===== src/rtl/pipeline_control.sv =====
// Pipeline hazard, branch redirect and synchronous trap sequencing for a single-issue core.
// Optional build macro TRAP_EBREAK_HALT_EN: EBREAK parks the core in HALT until i_Resume.
module pipeline_control (
  input  logic        i_Clock,
  input  logic        i_Reset_n,
  input  logic        i_ID_Valid,
  input  logic        i_ID_EnvCall,
  input  logic        i_ID_EnvBreak,
  input  logic        i_ID_IllegalInstruction,
  input  logic [31:0] i_ID_PC,
  input  logic [4:0]  i_ID_rs1,
  input  logic [4:0]  i_ID_rs2,
  input  logic        i_EX_MemRead,
  input  logic [4:0]  i_EX_rd,
  input  logic        i_EX_TakeBranch,
  input  logic [31:0] i_EX_BranchTarget,
  input  logic        i_MEM_Busy,
  input  logic [31:0] i_TrapVector,
  input  logic        i_Resume,
  output logic        o_IF_Stall,
  output logic        o_ID_Stall,
  output logic        o_IF_Flush,
  output logic        o_ID_Flush,
  output logic        o_PC_Redirect,
  output logic [31:0] o_PC_Target,
  output logic        o_TrapTaken,
  output logic [31:0] o_MEPC,
  output logic [3:0]  o_MCAUSE,
  output logic        o_Halted
);

  typedef enum logic [1:0] {
    RUN      = 2'd0,
    DRAIN    = 2'd1,
    REDIRECT = 2'd2,
    HALT     = 2'd3
  } state_t;

  state_t      state_r;
  logic [1:0]  cnt_r;
  logic [31:0] mepc_r;
  logic [3:0]  mcause_r;
  logic        trap_s;
  logic        load_use_s;
  logic        if_stall_s;
  logic        id_stall_s;
  logic        if_flush_s;
  logic        id_flush_s;
  logic        redirect_s;
  logic [31:0] target_s;
  logic        trap_taken_s;

  // Illegal outranks ebreak, which outranks ecall.
  function automatic logic [3:0] trap_cause(input logic ill, input logic ebrk, input logic ecall);
    if (ill) begin
      return 4'd2;
    end else if (ebrk) begin
      return 4'd3;
    end else if (ecall) begin
      return 4'd11;
    end else begin
      return 4'd0;
    end
  endfunction

  assign trap_s     = i_ID_Valid && (i_ID_IllegalInstruction || i_ID_EnvBreak || i_ID_EnvCall);
  assign load_use_s = i_EX_MemRead && (i_EX_rd != 5'd0) &&
                      ((i_EX_rd == i_ID_rs1) || (i_EX_rd == i_ID_rs2));

`ifdef TRAP_EBREAK_HALT_EN
  logic halted_r;
  assign o_Halted = halted_r;
`else
  logic unused_resume_s;
  assign unused_resume_s = i_Resume;
  assign o_Halted        = 1'b0;
`endif

  // State, drain counter and captured trap context.
  always_ff @(posedge i_Clock or negedge i_Reset_n) begin
    if (!i_Reset_n) begin
      state_r  <= RUN;
      cnt_r    <= 2'd0;
      mepc_r   <= 32'd0;
      mcause_r <= 4'd0;
`ifdef TRAP_EBREAK_HALT_EN
      halted_r <= 1'b0;
`endif
    end else begin
      case (state_r)
        RUN: begin
          // A taken branch squashes ID, so its trap flags are wrong-path.
          if (!i_MEM_Busy && !i_EX_TakeBranch && trap_s) begin
            mepc_r   <= i_ID_PC;
            mcause_r <= trap_cause(i_ID_IllegalInstruction, i_ID_EnvBreak, i_ID_EnvCall);
            cnt_r    <= 2'd3;
            state_r  <= DRAIN;
          end
        end
        DRAIN: begin
          if (!i_MEM_Busy) begin
            if (cnt_r <= 2'd1) begin
              cnt_r <= 2'd0;
`ifdef TRAP_EBREAK_HALT_EN
              if (mcause_r == 4'd3) begin
                state_r  <= HALT;
                halted_r <= 1'b1;
              end else begin
                state_r <= REDIRECT;
              end
`else
              state_r <= REDIRECT;
`endif
            end else begin
              cnt_r <= cnt_r - 2'd1;
            end
          end
        end
        REDIRECT: begin
          if (!i_MEM_Busy) begin
            state_r <= RUN;
          end
        end
`ifdef TRAP_EBREAK_HALT_EN
        HALT: begin
          if (i_Resume) begin
            state_r  <= REDIRECT;
            halted_r <= 1'b0;
          end
        end
`endif
        default: begin
          state_r <= RUN;
          cnt_r   <= 2'd0;
        end
      endcase
    end
  end

  // Control outputs decoded from state and live inputs.
  always_comb begin
    if_stall_s   = 1'b0;
    id_stall_s   = 1'b0;
    if_flush_s   = 1'b0;
    id_flush_s   = 1'b0;
    redirect_s   = 1'b0;
    target_s     = 32'd0;
    trap_taken_s = 1'b0;
    if (!i_Reset_n) begin
      if_stall_s = 1'b0;
    end else begin
      case (state_r)
        RUN: begin
          if (i_MEM_Busy) begin
            if_stall_s = 1'b1;
            id_stall_s = 1'b1;
          end else if (i_EX_TakeBranch) begin
            redirect_s = 1'b1;
            target_s   = i_EX_BranchTarget;
            if_flush_s = 1'b1;
            id_flush_s = 1'b1;
          end else if (trap_s || load_use_s) begin
            if_stall_s = 1'b1;
            id_stall_s = 1'b1;
            id_flush_s = 1'b1;
          end else begin
            if_stall_s = 1'b0;
          end
        end
        DRAIN: begin
          if_stall_s = 1'b1;
          id_stall_s = 1'b1;
          id_flush_s = !i_MEM_Busy;
        end
        REDIRECT: begin
          if (i_MEM_Busy) begin
            if_stall_s = 1'b1;
            id_stall_s = 1'b1;
          end else begin
            redirect_s   = 1'b1;
            target_s     = i_TrapVector;
            if_flush_s   = 1'b1;
            id_flush_s   = 1'b1;
            trap_taken_s = 1'b1;
          end
        end
        HALT: begin
          if_stall_s = 1'b1;
          id_stall_s = 1'b1;
        end
        default: begin
          if_stall_s = 1'b0;
        end
      endcase
    end
  end

  assign o_IF_Stall    = if_stall_s;
  assign o_ID_Stall    = id_stall_s;
  assign o_IF_Flush    = if_flush_s;
  assign o_ID_Flush    = id_flush_s;
  assign o_PC_Redirect = redirect_s;
  assign o_PC_Target   = target_s;
  assign o_TrapTaken   = trap_taken_s;
  assign o_MEPC        = mepc_r;
  assign o_MCAUSE      = mcause_r;

endmodule


===== config.mk =====
export PLATFORM = sky130hd
export DESIGN_NAME = pipeline_control
export DESIGN_NICKNAME = d
export VERILOG_FILES = /design/src/rtl/pipeline_control.sv
export SDC_FILE = /design/constraint.sdc
export NUM_CORES = 1
export LEC_CHECK = 0
export ABC_AREA = 1
export CORE_AREA = 8 8 99 101
export DETAILED_ROUTE_END_ITERATION = 10
export DIE_AREA = 0 0 107 109
export PLACE_DENSITY_LB_ADDON = 0.05
export SETUP_SLACK_MARGIN = 0.3
export SYNTH_ARGS = -nofsm -noshare
export SYNTH_HDL_FRONTEND = slang
export SYNTH_SLANG_ARGS = --single-unit
export TNS_END_PERCENT = 10

===== constraint.sdc =====
create_clock -name i_Clock -period 1.4 [get_ports i_Clock]
set_input_delay 0.21 -clock i_Clock [delete_from_list [all_inputs] [get_ports i_Clock]]
set_output_delay 0.21 -clock i_Clock [all_outputs]
set_load 0.02 [all_outputs]

==> run metrics <==
status finished, violations left; violated checks setup timing; reg2reg path depth 8; RSZ-0062 raised after global routing yes; Post-synth EDFFs 0; Critical R2R Capture o_MCAUSE[0]$_DFFE_PN0P_; share of the synthesized area in the top cell type 42.4%; PortBufs 192; VDD IR max 1.01 mV; clk slew on worst S/H paths 0.08 ns; initial antenna violation count 0; setup slack after placement -0.865 ns; Inserted Clock Buffers 5; Post-synth top flop dfrtp_1; post-DP HPWL 8.40 mm; Min-Delay Path Class in2async; Critical Path Max Stage Delay 0.44 ns; # diodes 0; clock sinks 39; number of global-route vias before repair 2,875; Nets 663; Routability Congestion 0.814; H-tree depth 2; layout cell share with drive strength beyond 1 32.6%; count leader, synth nand2_1; Die H 109 um; number of max-cap violations 0; clock skew 0.00769 ns; Post-synth top cells nand2_1, nor2_1, dfrtp_1; largest cells by area after synthesis dfrtp_1, nand2_1, a22oi_1, nor2_1, buf_4; crit path max fanout 6; Avg WL per Cell 15.9 um; DRC Markers 0; Routed WL 10.4 mm; Fillers 785; post-route ant nets 0; Ys Warns 0; critical-path cell list nor2_4 > inv_2 > nor2_4 > nand2_2 > clkinv_4 > buf_12 > clkbuf_16 > a22oi_2 > nor2_2 > buf_6; Seq/Total Area, Yosys 42.4%; reg2reg setup slack -0.01 ns; fin crit share 138%; Async SR Flop Fraction 100%; CTS tree built; crit path max-delay cell type dfrtp_1; post-route setup slack -0.528 ns; critical path startpoint category register; Total Neg Setup Slack -16.44 ns; largest area contributor in the netlist dfrtp_1; global-route wire length before repair 15.6 mm; Layout area overhead 107%; Vias 2,921; final setup fails 39; DIE WIDTH 107 um; cell mode on critical path nor2_4; root buffer cell clkbuf_8; reg-to-reg critical path startpoint state_r[0]$_DFFE_PN0P_; power after layout 6.81 mW; CP arrival 1.72 ns; Synth cell types 25; Tmin final 1.93 ns; CP top delay family buffers and inverters; num ports 196; Post-Syn Area per Cell 7.13 um^2; WS Path Type reg2out; Final Max Tran Viols 0; Non-Filler Instances 651; Row Count 34; Final Hold Viols 0; buffers and inverters on the worst path 5; number of iterations in the first detailed-routing pass 5; Power Dens Cells 1430 nW/um^2; Max clock buf depth 2; gr usage total 16.8%; FMAX 519 MHz; worst skew pair latency 0.29 ns; dpl cells 636; vias per cell 4.49; pin count of the biggest net entering global routing 34; CORE AREA 8380 um^2; grt total ovfl 0; Initial DRC Count 124; CP Data Required Time 1.19 ns; LEAKAGE 2.32 nW; Critical Path Sink Type output port; Die Footprint 11,700 um^2; Synth Instances 323; Mapped Area 2300 um^2; initial core utilization 27.5%; total of flip-flops plus latches after synthesis 39
[per-layer routing]
metal	up-vias	GRT usage, %	wire (um)	part of all wire (%)
met5	-	0	0	0
met4	0	3.22	89	0.86
met3	9	5.67	879	8.5
li1	1457	-	-	-
met2	127	27.6	5010	48
met1	1328	20.9	4390	42
[cells by family (layout without fill, tap and decap cells)]
family / Yosys count / in the layout / share of synthesized area [%]
AO/OA/AOI/OAI: 44 / 44 / 13.3
other: 1 / 2 / 0.163
AND/OR/NAND/NOR: 190 / 190 / 33.5
flip-flops: 39 / 39 / 42.4
XOR/XNOR: 2 / 2 / 0.761
buffers and inverters: 47 / 266 / 9.94
[registers in the layout, summed over array words and instances (netlist names)]
name / flops
cnt_r: 2
o_MEPC: 32
state_r: 2
o_MCAUSE: 3
[report_power, final]
| group | leakage (nW) | switching [mW] | internal, mW |
|---|---|---|---|
| Sequential | 0.483 | 0.298 | 1.65 |
| Combinational | 1.77 | 2.13 | 1.74 |
| Clock | 0.0618 | 0.410 | 0.586 |
[worst register-to-register path, stage by stage (launching register included)]
cell,delay (ns)
dfrtp_1,0.44
nor2_4,0.14
inv_2,0.06
nor2_4,0.09
buf_4,0.14
nand3_4,0.09
buf_4,0.21
nand2_1,0.07
o21ai_0,0.07
[area by class of cell]
| cell class | instances | area (um^2) | share of cell area, % |
|---|---|---|---|
| Timing Repair Buffer | 230 | 2140 | 45.0 |
| Multi-Input combinational cell | 238 | 1270 | 26.7 |
| Sequential cell | 39 | 976 | 20.5 |
| Tap cell | 108 | 135 | 2.84 |
| Inverter | 28 | 113 | 2.36 |
| Clock buffer | 6 | 82.6 | 1.73 |
| Clock inverter | 2 | 38.8 | 0.815 |
[placed cells by master, fill, tap and decap left out, types with 4 or more instances in the layout]
cell type        instances
clkbuf_8                 6
buf_6                   30
buf_12                   4
clkdlybuf4s50_1        112
dfrtp_1                 39
inv_1                   22
nor2_2                  30
a22oi_1                 20
buf_2                   34
nor2_4                   6
nand2_1                129
a22oi_2                 12
buf_4                   39
dlygate4sd2_1            7
nor2_1                  10
o21ai_0                  4
nand3_1                  9
[worst max-delay path by stage]
stage                      endpoint  slack (ns)                   start  depth (start not counted)
floorplan           o_PC_Target[11]       -0.13  state_r[0]$_DFFE_PN0P_                          8
global placement         o_ID_Flush       -0.87              i_MEM_Busy                          8
detailed placement  o_PC_Target[25]       -0.87              i_MEM_Busy                          8
CTS                 o_PC_Target[29]       -0.54  state_r[0]$_DFFE_PN0P_                         10
global route        o_PC_Target[27]       -0.62  state_r[0]$_DFFE_PN0P_                         10
finish              o_PC_Target[27]       -0.53  state_r[0]$_DFFE_PN0P_                         10
[through the flow]
stage                     utilization (%)  hold WS (ns)  area (um^2)
after floorplan                         -       -0.0856         2400
after global placement               54.9         0.252         4600
after detailed placement             54.9         0.249         4600
after CTS                            55.1         0.436         4610
after global routing                 56.8         0.156         4760
final                                56.8         0.138         4760
[timing repair]
action                                  4_1_cts  5_1_grt
endpoints found under the setup margin      111       79
endpoints found under the hold margin        39        0
gates cloned                                  1        1
pin swaps                                     3        0
hold buffers                                  1        0
resized for setup                           364       27
buffers inserted                              2        2
(Power assumes the default switching activity.)
